File: src/rtl/alu_pkg.sv
// Shared op codes, FSM states and flag bit positions for alu_pipe.
// The ALU_MUL_EN macro, when defined, makes op 8 a multi-cycle multiply.
package alu_pkg;

    localparam logic [3:0] OP_ADD = 4'd0;
    localparam logic [3:0] OP_SUB = 4'd1;
    localparam logic [3:0] OP_AND = 4'd2;
    localparam logic [3:0] OP_OR  = 4'd3;
    localparam logic [3:0] OP_XOR = 4'd4;
    localparam logic [3:0] OP_NOT = 4'd5;
    localparam logic [3:0] OP_SHL = 4'd6;
    localparam logic [3:0] OP_SHR = 4'd7;
    localparam logic [3:0] OP_MUL = 4'd8;

    typedef enum logic [1:0] {
        S_IDLE = 2'd0,
        S_BUSY = 2'd1,
        S_HOLD = 2'd2
    } state_t;

    localparam int FLAG_CARRY = 0;
    localparam int FLAG_ZERO  = 1;
    localparam int FLAG_NEG   = 2;
    localparam int FLAG_OVF   = 3;
    localparam int FLAG_ERR   = 4;
    localparam int NUM_FLAGS  = 5;

endpackage

File: src/rtl/alu_seq_mul.sv
// Unsigned shift-add multiplier, one partial product per enabled cycle.
// Only instantiated by alu_pipe when ALU_MUL_EN is defined.
module alu_seq_mul #(
    parameter int WIDTH = 4
) (
    input  logic               clk,
    input  logic               rst,
    input  logic               en,
    input  logic               start,
    input  logic [WIDTH-1:0]   a,
    input  logic [WIDTH-1:0]   b,
    output logic               busy,
    output logic               done,
    output logic [2*WIDTH-1:0] product
);
    localparam int CW = (WIDTH > 2) ? $clog2(WIDTH) : 1;

    logic [CW-1:0]      count;
    logic [2*WIDTH-1:0] acc;
    logic [2*WIDTH-1:0] mcand;
    logic [WIDTH-1:0]   mplier;
    logic [2*WIDTH-1:0] step_acc;

    // The last partial product is folded in combinationally so the caller
    // can capture the full product on the same edge that retires the count.
    assign step_acc = acc + (mplier[0] ? mcand : '0);
    assign done     = busy & (count == CW'(WIDTH - 1));
    assign product  = step_acc;

    always_ff @(posedge clk or posedge rst) begin
        if (rst) begin
            busy   <= 1'b0;
            count  <= '0;
            acc    <= '0;
            mcand  <= '0;
            mplier <= '0;
        end else if (en) begin
            if (start) begin
                busy   <= 1'b1;
                count  <= '0;
                acc    <= '0;
                mcand  <= {{WIDTH{1'b0}}, a};
                mplier <= b;
            end else if (busy) begin
                acc    <= step_acc;
                mcand  <= mcand << 1;
                mplier <= mplier >> 1;
                count  <= count + 1'b1;
                if (done) begin
                    busy <= 1'b0;
                end
            end
        end
    end

endmodule

File: src/rtl/alu_pipe.sv
// Pipelined ALU with valid/ready handshakes and a single-entry output register.
// Define ALU_MUL_EN to enable the multi-cycle unsigned multiply on op 8.
module alu_pipe
    import alu_pkg::*;
#(
    parameter int WIDTH = 4
) (
    input  logic             clk,
    input  logic             rst,
    input  logic             en,
    input  logic             in_valid,
    output logic             in_ready,
    input  logic [3:0]       op,
    input  logic [WIDTH-1:0] a,
    input  logic [WIDTH-1:0] b,
    output logic             out_valid,
    input  logic             out_ready,
    output logic [WIDTH-1:0] result,
    output logic [WIDTH-1:0] result_hi,
    output logic             carry_out,
    output logic             zero_flag,
    output logic             neg_flag,
    output logic             ovf_flag,
    output logic             err_flag
);
    localparam int SHW = $clog2(WIDTH);

    state_t                 state, state_next;
    logic                   accept, transfer, load_alu;
    logic [WIDTH-1:0]       res_q, hi_q;
    logic [NUM_FLAGS-1:0]   flags_q;
    logic [WIDTH-1:0]       alu_res;
    logic [NUM_FLAGS-1:0]   alu_flags;
    logic [WIDTH:0]         wide;
    logic [SHW-1:0]         shamt;
    logic                   alu_carry, alu_ovf, alu_err;

    assign in_ready = en & ((state == S_IDLE) | ((state == S_HOLD) & out_ready));
    assign accept   = in_valid & in_ready;
    assign transfer = (state == S_HOLD) & out_ready & en;
    assign shamt    = b[SHW-1:0];

`ifdef ALU_MUL_EN
    logic               mul_start, mul_busy, mul_done, load_mul, is_mul_op;
    logic [2*WIDTH-1:0] mul_product;

    assign is_mul_op = (op == OP_MUL);
    assign mul_start = accept & is_mul_op;
    assign load_mul  = (state == S_BUSY) & en & mul_done;

    alu_seq_mul #(.WIDTH(WIDTH)) u_mul (
        .clk     (clk),
        .rst     (rst),
        .en      (en),
        .start   (mul_start),
        .a       (a),
        .b       (b),
        .busy    (mul_busy),
        .done    (mul_done),
        .product (mul_product)
    );
`else
    logic is_mul_op;
    assign is_mul_op = 1'b0;
`endif

    // Single-cycle datapath; shifts run one bit wider so the bit that falls
    // off the end lands in a known position and becomes the carry.
    always_comb begin
        alu_res   = '0;
        alu_carry = 1'b0;
        alu_ovf   = 1'b0;
        alu_err   = 1'b0;
        wide      = '0;
        case (op)
            OP_ADD: begin
                wide      = {1'b0, a} + {1'b0, b};
                alu_res   = wide[WIDTH-1:0];
                alu_carry = wide[WIDTH];
                alu_ovf   = (a[WIDTH-1] == b[WIDTH-1]) & (alu_res[WIDTH-1] != a[WIDTH-1]);
            end
            OP_SUB: begin
                wide      = {1'b0, a} - {1'b0, b};
                alu_res   = wide[WIDTH-1:0];
                alu_carry = wide[WIDTH];
                alu_ovf   = (a[WIDTH-1] != b[WIDTH-1]) & (alu_res[WIDTH-1] != a[WIDTH-1]);
            end
            OP_AND: alu_res = a & b;
            OP_OR:  alu_res = a | b;
            OP_XOR: alu_res = a ^ b;
            OP_NOT: alu_res = ~a;
            OP_SHL: begin
                wide      = {1'b0, a} << shamt;
                alu_res   = wide[WIDTH-1:0];
                alu_carry = wide[WIDTH];
            end
            OP_SHR: begin
                wide      = {a, 1'b0} >> shamt;
                alu_res   = wide[WIDTH:1];
                alu_carry = wide[0];
            end
            default: alu_err = 1'b1;
        endcase
        alu_flags             = '0;
        alu_flags[FLAG_CARRY] = alu_carry;
        alu_flags[FLAG_ZERO]  = ~alu_err & (alu_res == '0);
        alu_flags[FLAG_NEG]   = alu_res[WIDTH-1];
        alu_flags[FLAG_OVF]   = alu_ovf;
        alu_flags[FLAG_ERR]   = alu_err;
    end

    always_comb begin
        state_next = state;
        load_alu   = 1'b0;
        case (state)
            S_IDLE, S_HOLD: begin
                if (accept) begin
                    if (is_mul_op) begin
                        state_next = S_BUSY;
                    end else begin
                        state_next = S_HOLD;
                        load_alu   = 1'b1;
                    end
                end else if (transfer) begin
                    state_next = S_IDLE;
                end
            end
            S_BUSY: begin
`ifdef ALU_MUL_EN
                if (load_mul) begin
                    state_next = S_HOLD;
                end
`else
                state_next = S_IDLE;
`endif
            end
            default: state_next = S_IDLE;
        endcase
    end

    always_ff @(posedge clk or posedge rst) begin
        if (rst) begin
            state <= S_IDLE;
        end else begin
            state <= state_next;
        end
    end

    // Result and flags are written together so they always describe one op.
    always_ff @(posedge clk or posedge rst) begin
        if (rst) begin
            res_q   <= '0;
            hi_q    <= '0;
            flags_q <= '0;
        end else if (load_alu) begin
            res_q   <= alu_res;
            hi_q    <= '0;
            flags_q <= alu_flags;
`ifdef ALU_MUL_EN
        end else if (load_mul) begin
            res_q                <= mul_product[WIDTH-1:0];
            hi_q                 <= mul_product[2*WIDTH-1:WIDTH];
            flags_q              <= '0;
            flags_q[FLAG_CARRY]  <= |mul_product[2*WIDTH-1:WIDTH];
            flags_q[FLAG_ZERO]   <= (mul_product == '0);
            flags_q[FLAG_NEG]    <= mul_product[WIDTH-1];
`endif
        end
    end

    assign out_valid = (state == S_HOLD);
    assign result    = res_q;
    assign result_hi = hi_q;
    assign carry_out = flags_q[FLAG_CARRY];
    assign zero_flag = flags_q[FLAG_ZERO];
    assign neg_flag  = flags_q[FLAG_NEG];
    assign ovf_flag  = flags_q[FLAG_OVF];
    assign err_flag  = flags_q[FLAG_ERR];

endmodule

File: config.mk
export PLATFORM = sky130hd
export DESIGN_NAME = alu_pipe
export DESIGN_NICKNAME = d
export VERILOG_FILES = /design/src/rtl/alu_pkg.sv /design/src/rtl/alu_seq_mul.sv /design/src/rtl/alu_pipe.sv
export SDC_FILE = /design/constraint.sdc
export NUM_CORES = 1
export LEC_CHECK = 0
export ABC_AREA = 1
export CAP_MARGIN = 25
export CORE_ASPECT_RATIO = 0.6
export CORE_UTILIZATION = 40
export CTS_CLUSTER_SIZE = 28
export DETAILED_ROUTE_END_ITERATION = 10
export PLACE_DENSITY = 0.7
export SLEW_MARGIN = 20
export SYNTH_ARGS = -nofsm -noshare
export SYNTH_HDL_FRONTEND = slang
export SYNTH_SLANG_ARGS = --single-unit
File: constraint.sdc
create_clock -name clk -period 1.4 [get_ports clk]
set_input_delay 0.21 -clock clk [delete_from_list [all_inputs] [get_ports clk]]
set_output_delay 0.21 -clock clk [all_outputs]
set_load 0.01 [all_outputs]
==> impl_metrics.py <==
metrics = {
    "synth": {
        "ys_types": 24,
        "synth.most_common_cell": "nand2_1",
        "ys_seq_elements": 9,
        "ys.flop_type": "dfrtp_1",
        "ys_seq_area_frac": 0.175,
        "synthTopCellsByCount": "nand2_1 (56), nand3_1 (35), inv_1 (27)",
        "synth_top_area_frac": 0.175,
        "synth_top_area_cell": "dfrtp_1",
        "yosys_warnings": 0,
        "syn_inst": 205,
        "synthTopCellsByArea": "dfrtp_1 (18%), nand2_1 (16%), nand3_1 (14%)",
        "syn_area_per_cell_sq_um": 6.27,
        "synth_edf_count": 0,
        "synthArstFlopShare": 1.00,
        "synth_area_sq_um": 1280,
    },
    "grt": {
        "grt_start_max_net_pins": 12,
        "overflow": 0,
        "grt_pass1_wl_um": 6200,
        "first_global_vias": 1296,
        "grt_usage": 0.252,
        "antenna_found_initial": 0,
    },
    "route": {
        "vias": 1601,
        "wl_met1_um": 2000,
        "drt_iter0_drc": 159,
        "routedWlPerCell_um": 13.0,
        "detail-route-antenna-nets": 0,
        "wl_met2_um": 1750,
        "first_pass_iters": 5,
        "viasPerCell": 5.03,
        "routed.top_layer": "met4",
        "route.detailed.drc": 0,
        "routed_wl_um": 4120,
        "route.met3.wl_um": 357,
    },
    "sta": {
        "layout_min_cycle_time_ns": 1.38,
        "max_freq_ghz": 0.723,
        "finalSetupViolCount": 0,
        "finClkSkew_ns": 0.000481,
        "drv_slew": 0,
        "rsz0062_at_grt": "yes",
        "final_hold_viol_count": 0,
        "fin_hold_ws_ns": 0.230,
        "period_share": 0.988,
    },
    "finish": {
        "fin_cells": 318,
        "fin_nets": 309,
        "fillerInstances": 273,
        "regArea_sq_um": 225,
        "multi_input_area_sq_um": 1010,
        "area_growth_pct": 59.8,
        "drive_above_1_share": 0.319,
        "diodes": 0,
        "utilization": 0.692,
    },
    "floorplanning": {
        "fp.coreArea_sq_um": 2970,
        "die_h_um": 45.9,
        "start_util": 0.433,
        "dieArea_sq_um": 3450,
        "dieWidth_um": 75.2,
        "num_rows": 15,
        "io-pin-count": 32,
    },
    "placement": {
        "hpwl_um": 3190,
        "globalplace.congestion": 0.918,
        "numPlacedInstances": 309,
        "io_buffers": 27,
    },
    "setup_path": {
        "r2r-end": "flags_q[4]",
        "arrival_ns": 1.56,
        "required_ns": 1.58,
        "reg2reg_depth": 7,
        "r2r_start": "state[1]",
        "crit_fanout": 3,
        "r2r_slack_ns": 0.09,
        "crit_path_start_kind": "primary input",
        "startpoint": "a[0]",
        "path_class": "in2reg",
        "endpoint_kind": "flop",
        "critPathCapture": "flags_q[1]",
    },
    "clock_network": {
        "htree_levels": 1,
        "cts_tree": "yes",
        "root_buffer": "clkbuf_8",
        "cts_sinks": 9,
        "cts_buffer_depth": 2,
        "cts_buffers": 3,
        "clock_latency_ns": 0.23,
        "cts.clk_slew.worst_paths_ns": 0.05,
    },
    "power": {
        "seqPwrFrac": 0.254,
        "power.switching_uw": 460,
        "vdd_ir_drop_max_v": 0.000584,
        "power.density_nw_per_um2": 627,
        "power.leakage_nw": 1.09,
        "switching_share": 0.357,
        "power_frac_comb": 0.508,
        "intPower_uw": 828,
        "clkPwrFrac": 0.238,
    },
    "min_path": {
        "min_path_type": "in2async",
    },
    "run_status": {
        "outcome": "finished, final reports clean",
    },
    "run": {
        "drv_cap": 0,
    },
}
## power groups by stage
stage | Clock [mW] | Combinational, mW | Sequential [mW]
final | 0.306 | 0.654 | 0.327
after global routing | 0.330 | 0.710 | 0.332
after CTS | 0.310 | 0.622 | 0.328
after detailed placement | 0 | 0.594 | 0.331
after global placement | 0 | 0.585 | 0.330
after floorplan | 0 | 0.266 | 0.351
## cells in the final DEF, fill, tap and decap left out, types with 2 or more instances in the layout
cell,n
nand2_1,54
nand2_4,2
clkbuf_8,3
buf_4,41
dlygate4sd2_1,6
nand3_1,34
ha_1,8
o211ai_1,3
o21ai_2,2
dfrtp_1,9
inv_2,10
nand4_1,3
o21ai_0,5
conb_1,4
inv_1,18
nand2_2,2
o21a_1,2
buf_6,4
ha_4,4
clkdlybuf4s50_1,13
fa_2,2
nor2_1,18
nor2_4,4
nand3b_1,4
nor2_2,4
clkbuf_2,4
## metal layers
layer | GRT usage | vias up
met3 | 0.0686 | 3
li1 | - | 797
met4 | 0.0222 | 0
met1 | 0.377 | 730
met5 | 0 | -
met2 | 0.373 | 71
## per-stage QoR
step | TNS (ns) | power (mW) | worst slack (ns) | cell area, sq um
final | 0 | 1.29 | 0.0164 | 2050
after global routing | -0.164 | 1.37 | -0.0913 | 2050
after CTS | -0.154 | 1.26 | -0.101 | 2010
after detailed placement | -5.21 | 0.925 | -0.817 | 1890
after global placement | -5.08 | 0.916 | -0.766 | 1890
after floorplan | -0.0622 | 0.617 | -0.0622 | 1330
## repair_timing
action / 4_1_cts / 5_1_grt
cloned: 0 / 0
resized for setup: 41 / 22
hold buffers: 0 / 0
pin swaps: 13 / 17
setup buffers: 5 / 1
endpoints found under the setup margin: 9 / 10
## final cells by class
type	count	area share
Inverter	29	0.0591
Clock buffer	4	0.0219
Sequential cell	9	0.110
Timing Repair Buffer	71	0.291
Tap cell	42	0.0256
Multi-Input combinational cell	163	0.492
## how the worst min path moves through the flow
stage	end	slack, ns	depth (start not counted)
floorplan	flags_q[0]	0.04	1
detailed placement	flags_q[1]	0.47	2
global placement	flags_q[0]	0.47	2
CTS	result[1]	0.25	2
finish	result[2]	0.23	2
global route	flags_q[2]	0.27	2
## flip-flops by register name, indices dropped and copies added (netlist names)
name	flops
flags_q	5
result	3
state	1
## worst max-delay path: stages
cell     delay (ns)
buf_12         0.10
inv_12         0.03
ha_4           0.16
fa_2           0.53
inv_1          0.04
nand3_1        0.05
nand2_1        0.05
nor2_1         0.08
nand3_1        0.09
nor2_1         0.10
nand3_1        0.07
nand2_1        0.05
## cell families (layout without fill, tap and decap cells)
family	count (synthesis)	after routing	share of synthesized area
flip-flops	9	9	0.175
other	1	4	0.00292
AND/OR/NAND/NOR	126	126	0.445
buffers and inverters	36	104	0.129
adder cells (fa/ha/maj)	15	15	0.158
AO/OA/AOI/OAI	17	17	0.0837
XOR/XNOR	1	1	0.00682
Note: power is estimated with default switching activity, not from simulation.
